`src/rtl/hamster_motor_pkg.sv`:
```
// rtl/hamster_motor_pkg.sv - shared types and quadrature decode for the motor path
package hamster_motor_pkg;

    typedef enum logic [1:0] {
        DISABLED   = 2'd0,
        WAIT_INDEX = 2'd1,
        LOCKED     = 2'd2
    } abi_state_e;

    typedef enum logic [1:0] {
        QUAD_NONE    = 2'd0,
        QUAD_FWD     = 2'd1,
        QUAD_REV     = 2'd2,
        QUAD_ILLEGAL = 2'd3
    } quad_evt_e;

    // AB packed as {a, b}; forward (A leads) runs 00 -> 10 -> 11 -> 01 -> 00
    function automatic quad_evt_e quad_decode(input logic [1:0] prev, input logic [1:0] cur);
        logic [1:0] fwd_next;
        case (prev)
            2'b00:   fwd_next = 2'b10;
            2'b10:   fwd_next = 2'b11;
            2'b11:   fwd_next = 2'b01;
            default: fwd_next = 2'b00;
        endcase
        if (cur == prev)
            return QUAD_NONE;
        else if (cur == fwd_next)
            return QUAD_FWD;
        else if (cur == ~prev)
            return QUAD_ILLEGAL;
        else
            return QUAD_REV;
    endfunction

endpackage

```
`src/rtl/abi_glitch_filter.sv`:
```
// rtl/abi_glitch_filter.sv - 2-FF synchroniser plus stable-count glitch filter for one pin
module abi_glitch_filter #(
    parameter int K_FILT_W = 4
) (
    input  logic                i_clk,
    input  logic                i_rst_n,
    input  logic                i_pin,
    input  logic [K_FILT_W-1:0] i_filter_len,
    output logic                o_filt
);

    logic                sync1;
    logic                sync2;
    logic [K_FILT_W-1:0] cnt;

    // cnt counts cycles of disagreement already seen; the (filter_len+1)th one commits
    always_ff @(posedge i_clk or negedge i_rst_n) begin
        if (!i_rst_n) begin
            sync1  <= 1'b0;
            sync2  <= 1'b0;
            cnt    <= '0;
            o_filt <= 1'b0;
        end else begin
            sync1 <= i_pin;
            sync2 <= sync1;
            if (sync2 != o_filt) begin
                if (cnt >= i_filter_len) begin
                    o_filt <= sync2;
                    cnt    <= '0;
                end else begin
                    cnt <= cnt + 1'b1;
                end
            end else begin
                cnt <= '0;
            end
        end
    end

endmodule

```
`src/rtl/abi_encoder_frontend.sv`:
```
// rtl/abi_encoder_frontend.sv - quadrature A/B/I front end producing step and force-step pulses
module abi_encoder_frontend
    import hamster_motor_pkg::*;
#(
    parameter int K_NSUBSTEPS = 10,
    parameter int K_CPR       = 1024,
    parameter int K_FILT_W    = 4
) (
    input  logic                           i_clk,
    input  logic                           i_rst_n,
    input  logic                           i_enc_a,
    input  logic                           i_enc_b,
    input  logic                           i_enc_i,
    input  logic                           i_enable,
    input  logic [K_FILT_W-1:0]            i_filter_len,
    input  logic                           i_dir_invert,
    input  logic [2:0]                     i_index_step,
    input  logic [$clog2(K_NSUBSTEPS)-1:0] i_index_substep,
    input  logic                           i_clear_error,
    output logic                           o_step_trigger,
    output logic                           o_step_dir,
    output logic                           o_force_step_trigger,
    output logic [2:0]                     o_force_step_value,
    output logic [$clog2(K_NSUBSTEPS)-1:0] o_force_substep,
    output logic [$clog2(K_CPR)-1:0]       o_position,
    output logic                           o_locked,
    output logic                           o_err_quad,
    output logic                           o_err_index
);

    localparam int SUB_W = $clog2(K_NSUBSTEPS);
    localparam int POS_W = $clog2(K_CPR);
    localparam logic [POS_W-1:0] POS_MAX = POS_W'(K_CPR - 1);

    logic       f_a, f_b, f_i;
    logic [1:0] ab_q;
    logic       i_q;

    abi_state_e state, next_state;
    quad_evt_e  evt;
    logic       active, idx_ev;

    logic             step_d, dir_d, force_d, locked_d, err_quad_d, err_index_d;
    logic             set_quad, set_index;
    logic [2:0]       fval_d;
    logic [SUB_W-1:0] fsub_d;
    logic [POS_W-1:0] pos_d;

    abi_glitch_filter #(.K_FILT_W(K_FILT_W)) u_filt_a (
        .i_clk(i_clk), .i_rst_n(i_rst_n), .i_pin(i_enc_a), .i_filter_len(i_filter_len), .o_filt(f_a)
    );
    abi_glitch_filter #(.K_FILT_W(K_FILT_W)) u_filt_b (
        .i_clk(i_clk), .i_rst_n(i_rst_n), .i_pin(i_enc_b), .i_filter_len(i_filter_len), .o_filt(f_b)
    );
    abi_glitch_filter #(.K_FILT_W(K_FILT_W)) u_filt_i (
        .i_clk(i_clk), .i_rst_n(i_rst_n), .i_pin(i_enc_i), .i_filter_len(i_filter_len), .o_filt(f_i)
    );

    always_ff @(posedge i_clk or negedge i_rst_n) begin
        if (!i_rst_n)
            state <= DISABLED;
        else
            state <= next_state;
    end

    always_comb begin
        next_state = state;
        case (state)
            DISABLED:   if (i_enable) next_state = WAIT_INDEX;
            WAIT_INDEX: if (idx_ev)   next_state = LOCKED;
            LOCKED:     next_state = LOCKED;
            default:    next_state = DISABLED;
        endcase
        if (!i_enable)
            next_state = DISABLED;
    end

    // Gating on i_enable as well as state keeps the cycle in which enable drops pulse-free
    assign active = i_enable && (state != DISABLED);
    assign idx_ev = active && f_i && !i_q;
    assign evt    = quad_decode(ab_q, {f_a, f_b});

    always_comb begin
        step_d    = 1'b0;
        dir_d     = o_step_dir;
        force_d   = 1'b0;
        fval_d    = o_force_step_value;
        fsub_d    = o_force_substep;
        pos_d     = o_position;
        set_quad  = active && (evt == QUAD_ILLEGAL);
        set_index = 1'b0;
        if (idx_ev) begin
            force_d   = 1'b1;
            fval_d    = i_index_step;
            fsub_d    = i_index_substep;
            pos_d     = '0;
            set_index = (state == LOCKED) && (o_position != '0);
        end else if (active && (evt == QUAD_FWD || evt == QUAD_REV)) begin
            step_d = 1'b1;
            dir_d  = (evt == QUAD_FWD) ^ i_dir_invert;
            if (dir_d)
                pos_d = (o_position == POS_MAX) ? '0 : o_position + 1'b1;
            else
                pos_d = (o_position == '0) ? POS_MAX : o_position - 1'b1;
        end
        locked_d    = (next_state == LOCKED);
        err_quad_d  = set_quad  || (o_err_quad  && !i_clear_error);
        err_index_d = set_index || (o_err_index && !i_clear_error);
    end

    // ab_q and i_q follow the filters in every state so enabling never sees a stale edge
    always_ff @(posedge i_clk or negedge i_rst_n) begin
        if (!i_rst_n) begin
            ab_q                 <= 2'b00;
            i_q                  <= 1'b0;
            o_step_trigger       <= 1'b0;
            o_step_dir           <= 1'b0;
            o_force_step_trigger <= 1'b0;
            o_force_step_value   <= '0;
            o_force_substep      <= '0;
            o_position           <= '0;
            o_locked             <= 1'b0;
            o_err_quad           <= 1'b0;
            o_err_index          <= 1'b0;
        end else begin
            ab_q                 <= {f_a, f_b};
            i_q                  <= f_i;
            o_step_trigger       <= step_d;
            o_step_dir           <= dir_d;
            o_force_step_trigger <= force_d;
            o_force_step_value   <= fval_d;
            o_force_substep      <= fsub_d;
            o_position           <= pos_d;
            o_locked             <= locked_d;
            o_err_quad           <= err_quad_d;
            o_err_index          <= err_index_d;
        end
    end

endmodule

```
`config.mk`:
```
export PLATFORM = sky130hd
export DESIGN_NAME = abi_encoder_frontend
export DESIGN_NICKNAME = d
export VERILOG_FILES = /design/src/rtl/hamster_motor_pkg.sv /design/src/rtl/abi_glitch_filter.sv /design/src/rtl/abi_encoder_frontend.sv
export SDC_FILE = /design/constraint.sdc
export NUM_CORES = 1
export LEC_CHECK = 0
export CAP_MARGIN = 20
export CORE_ASPECT_RATIO = 1.4
export CORE_MARGIN = 2
export CORE_UTILIZATION = 58
export DETAILED_ROUTE_END_ITERATION = 6
export PLACE_DENSITY_LB_ADDON = 0.08
export SETUP_SLACK_MARGIN = 0.5
export SLEW_MARGIN = 0
export SYNTH_ARGS = -nofsm -noshare
export SYNTH_HDL_FRONTEND = slang
export SYNTH_HIERARCHICAL = 1
export SYNTH_SLANG_ARGS = --single-unit
```
`constraint.sdc`:
```
create_clock -name i_clk -period 5.3 [get_ports i_clk]
set_input_delay 1.59 -clock i_clk [delete_from_list [all_inputs] [get_ports i_clk]]
set_output_delay 1.59 -clock i_clk [all_outputs]
set_load 0.01 [all_outputs]
```
==> impl_metrics.csv <==
group,metric,value,unit
status,outcome,"complete, no violations",
pwr,powerDensity,550,mW/mm²
run,cap_violations,0,
routing,drtPass1Iterations,4,
synth,synthCells,261,
cells_and_area,antennaDiodeCount,0,
floorplan,num_rows,29,
timing,drv_slew,0,
grt,antenna_found_initial,0,
cells_and_area,multiInputGateArea,0.00137,mm²
clock_tree,insertion_delay,310,ps
setup_path,crit_required,5500,ps
clock_tree,cts_resized,0,
timing,finalCritPeriodShare,64.2,%
floorplan,dieArea,0.00530,mm²
timing,setup_viol,0,
cells_and_area,nFillCells,329,
routing,met3WireLength,182,µm
cells_and_area,layout.nets,337,
cells_and_area,drive_above_1_share,11.7,%
synth,synthAdderAreaFrac,8.68,%
cells_and_area,finalInstanceArea,0.00333,mm²
worst_hold_path,hold-path-cell-count,0,
synth,syn-num-nets,299,
timing,hold_viol,0,
synth,yosys.area_share.simple,15.0,%
setup_path,crit_arrival,3610,ps
cells_and_area,utilization,73.4,%
timing,finalWorstSetupSlack,1900,ps
clock_tree,cts_buffer_depth,2,
pwr,peakVddDrop,0.469,mV
worst_hold_path,hp-class,"flop to flop",
synth,syn_area_per_cell,10.5,µm²
synth,ys_seq_area_share,44.8,%
clock_tree,holdBufCountCts,0,
routing,via_per_inst,5.74,
routing,dr_total_vias,2078,
place,dpl.hpwl,4130,µm
clock_tree,cts_tree,"done",
routing,routed.top_layer,"met4",
grt,grt_pass1_wl,9450,µm
floorplan,die_h,85.3,µm
synth,ys_async_sr_fraction,100,%
clock_tree,htree_levels,2,
synth,yosysWarnings,6,
timing,relSlewSlack,27.5,%
synth,synth_xor_area_share,3.84,%
timing,fmax,294,MHz
timing,period_needed,3400,ps
clock_tree,clkTransAtPathRegs,90,ps
setup_path,worst_setup_path_start_kind,"input port",
floorplan,fp.coreArea,0.00454,mm²
synth,ys_ff_latch,49,
synth,synth_compound_area_share,17.2,%
clock_tree,postCtsSetupRepairBufs,0,
place,routabilityCongestion,0.955,
setup_path,cp-end-kind,"flop",
cells_and_area,area_delta_synth_final,21.6,%
place,pre_cts_slack,1580,ps
routing,wl_met2,2950,µm
routing,drtAntennaViolNets,0,
pwr,power_leakage,1.50,nW
synth,muxShareOfSynthArea,5.25,%
grt,grt_max_degree,50,
routing,wl_per_cell,15.7,µm
floorplan,ios,42,
synth,synth_cell_type_count,53,
timing,worst_slew_pin_slew,1080,ps
synth,synth_ff_type,"dfrtp_1",
clock_tree,cts_buffers,5,
clock_tree,cts_root_buf,"clkbuf_8",
routing,drt-initial-drc-count,83,
setup_path,worstSetupPathType,"input port to flop",
timing,finClkSkew,7.09,ps
timing,rsz0062_at_grt,"no",
place,place_area,0.00318,mm²
floorplan,dieWidth,62.1,µm
synth,synth_top_family_by_area,"compound AO/OA/AOI/OAI gates",
grt,first_global_vias,2114,
synth,synth-edff-count,0,
timing,tns,0,ps
place,port_buffers,41,
grt,grt_remaining_overflow,0,
grt,grt_use_total,23.9,%
floorplan,start_util,60.4,%
clock_tree,cts_sinks,49,
routing,drt_wl_total,5680,µm
setup_path,r2r_cells,8,
routing,wl_met1,2330,µm
synth,syn_area,0.00274,mm²
setup_path,path_max_fanout,14,
routing,drcViolationCount,0,
cells_and_area,regArea,0.00123,mm²
==> per-layer routing <==
metal  vias to the layer above  GRT usage, %
met4                         0          11.8
met5                         -             0
met1                      1010          28.1
met2                        50          40.6
met3                        17          3.35
li1                       1001             -
==> through the flow <==
step,total power [mW],cells,hold slack [ps]
finish,1.83,362,356
global placement,1.50,353,332
detailed placement,1.52,353,336
floorplan,1.22,261,331
CTS,1.84,361,357
global route,1.96,362,368
==> worst paths after layout <==
kind | from | to | slack (ps)
max in group asynchronous | i_rst_n | u_filt_a/sync2 | 3650
worst min register to register | u_filt_i/sync1 | u_filt_i/sync2 | 360
min in group asynchronous | i_rst_n | o_force_step_value[0] | 1160
worst max register to register | u_filt_b/o_filt | o_position[3] | 2490
worst max-delay path | i_dir_invert | o_position[3] | 1900
worst min-delay path | u_filt_i/sync1 | u_filt_i/sync2 | 360
==> synth_stat cells (all sizes together) (2+ instances only) <==
master | instances | share of area [%]
a21oi | 3 | 0.55
a211oi | 2 | 0.55
xor2 | 8 | 2.6
ha | 19 | 8.7
a2111oi | 5 | 3.9
a211o | 4 | 1.3
nor2b | 2 | 0.46
buf | 2 | 0.37
nor4 | 3 | 0.91
nand4 | 4 | 0.91
o211ai | 3 | 0.82
a31oi | 5 | 1.1
mux2 | 10 | 4.5
nand2 | 11 | 1.5
nand3 | 11 | 2.0
and3 | 5 | 1.1
dfrtp | 49 | 45
xnor2 | 4 | 1.3
and4 | 2 | 0.64
mux2i | 2 | 0.73
nor2 | 23 | 3.2
o31ai | 2 | 0.55
inv | 26 | 3.6
o22ai | 2 | 0.46
clkbuf | 9 | 1.3
o21a | 7 | 1.9
o21ai | 15 | 2.9
nor3 | 4 | 0.91
nand2b | 5 | 2.0
==> where the power goes <==
part / leakage (nW) / internal (mW) / switching, mW / total [mW]
Sequential: 0.626 / 0.490 / 0.151 / 0.641
Combinational: 0.805 / 0.430 / 0.450 / 0.880
Clock: 0.0681 / 0.187 / 0.125 / 0.312
Total: 1.50 / 1.11 / 0.726 / 1.83
==> state kept, by name, summed over array words and instances (netlist names), 2 cells and up <==
name and flops:
u_filt_b/cnt 4, o_force_step_value 3, o_position 10, u_filt_a/cnt 4
o_force_substep 4, ab_q 2, u_filt_i/cnt 4, state 2
==> placed cells by master, fill, tap and decap left out, drive strengths merged, types with 5 or more instances in the layout <==
cell,instances
dfrtp,49
clkdlybuf4s50,40
inv,26
nor2,23
ha,19
o21ai,15
nand2,11
nand3,11
mux2,10
xor2,8
o21a,7
and3,5
a31oi,5
clkbuf,5
nand2b,5
a2111oi,5
==> kinds of logic after synthesis <==
group                    count (synthesis)
AND/OR/NAND/NOR                         75
AO/OA/AOI/OAI                           57
flip-flops                              49
buffers and inverters                   37
adder cells (fa/ha/maj)                 19
XOR/XNOR                                12
multiplexers                            12
==> critical path, stage by stage <==
cell,delay [ps]
clkdlybuf4s50_1,500
xor2_1,860
nand3_1,190
o21a_1,250
a32o_1,210
==> final cells by class <==
| cell class | count | share of cell area, % |
|---|---|---|
| inverter | 26 | 2.93 |
| multi-input combinational | 175 | 41.1 |
| tap | 62 | 2.33 |
| clock inverter | 3 | 1.95 |
| sequential | 49 | 36.8 |
| clock buffer | 5 | 2.07 |
| timing repair buffer | 42 | 12.8 |
No activity file was read; power rests on OpenSTA's default activity.
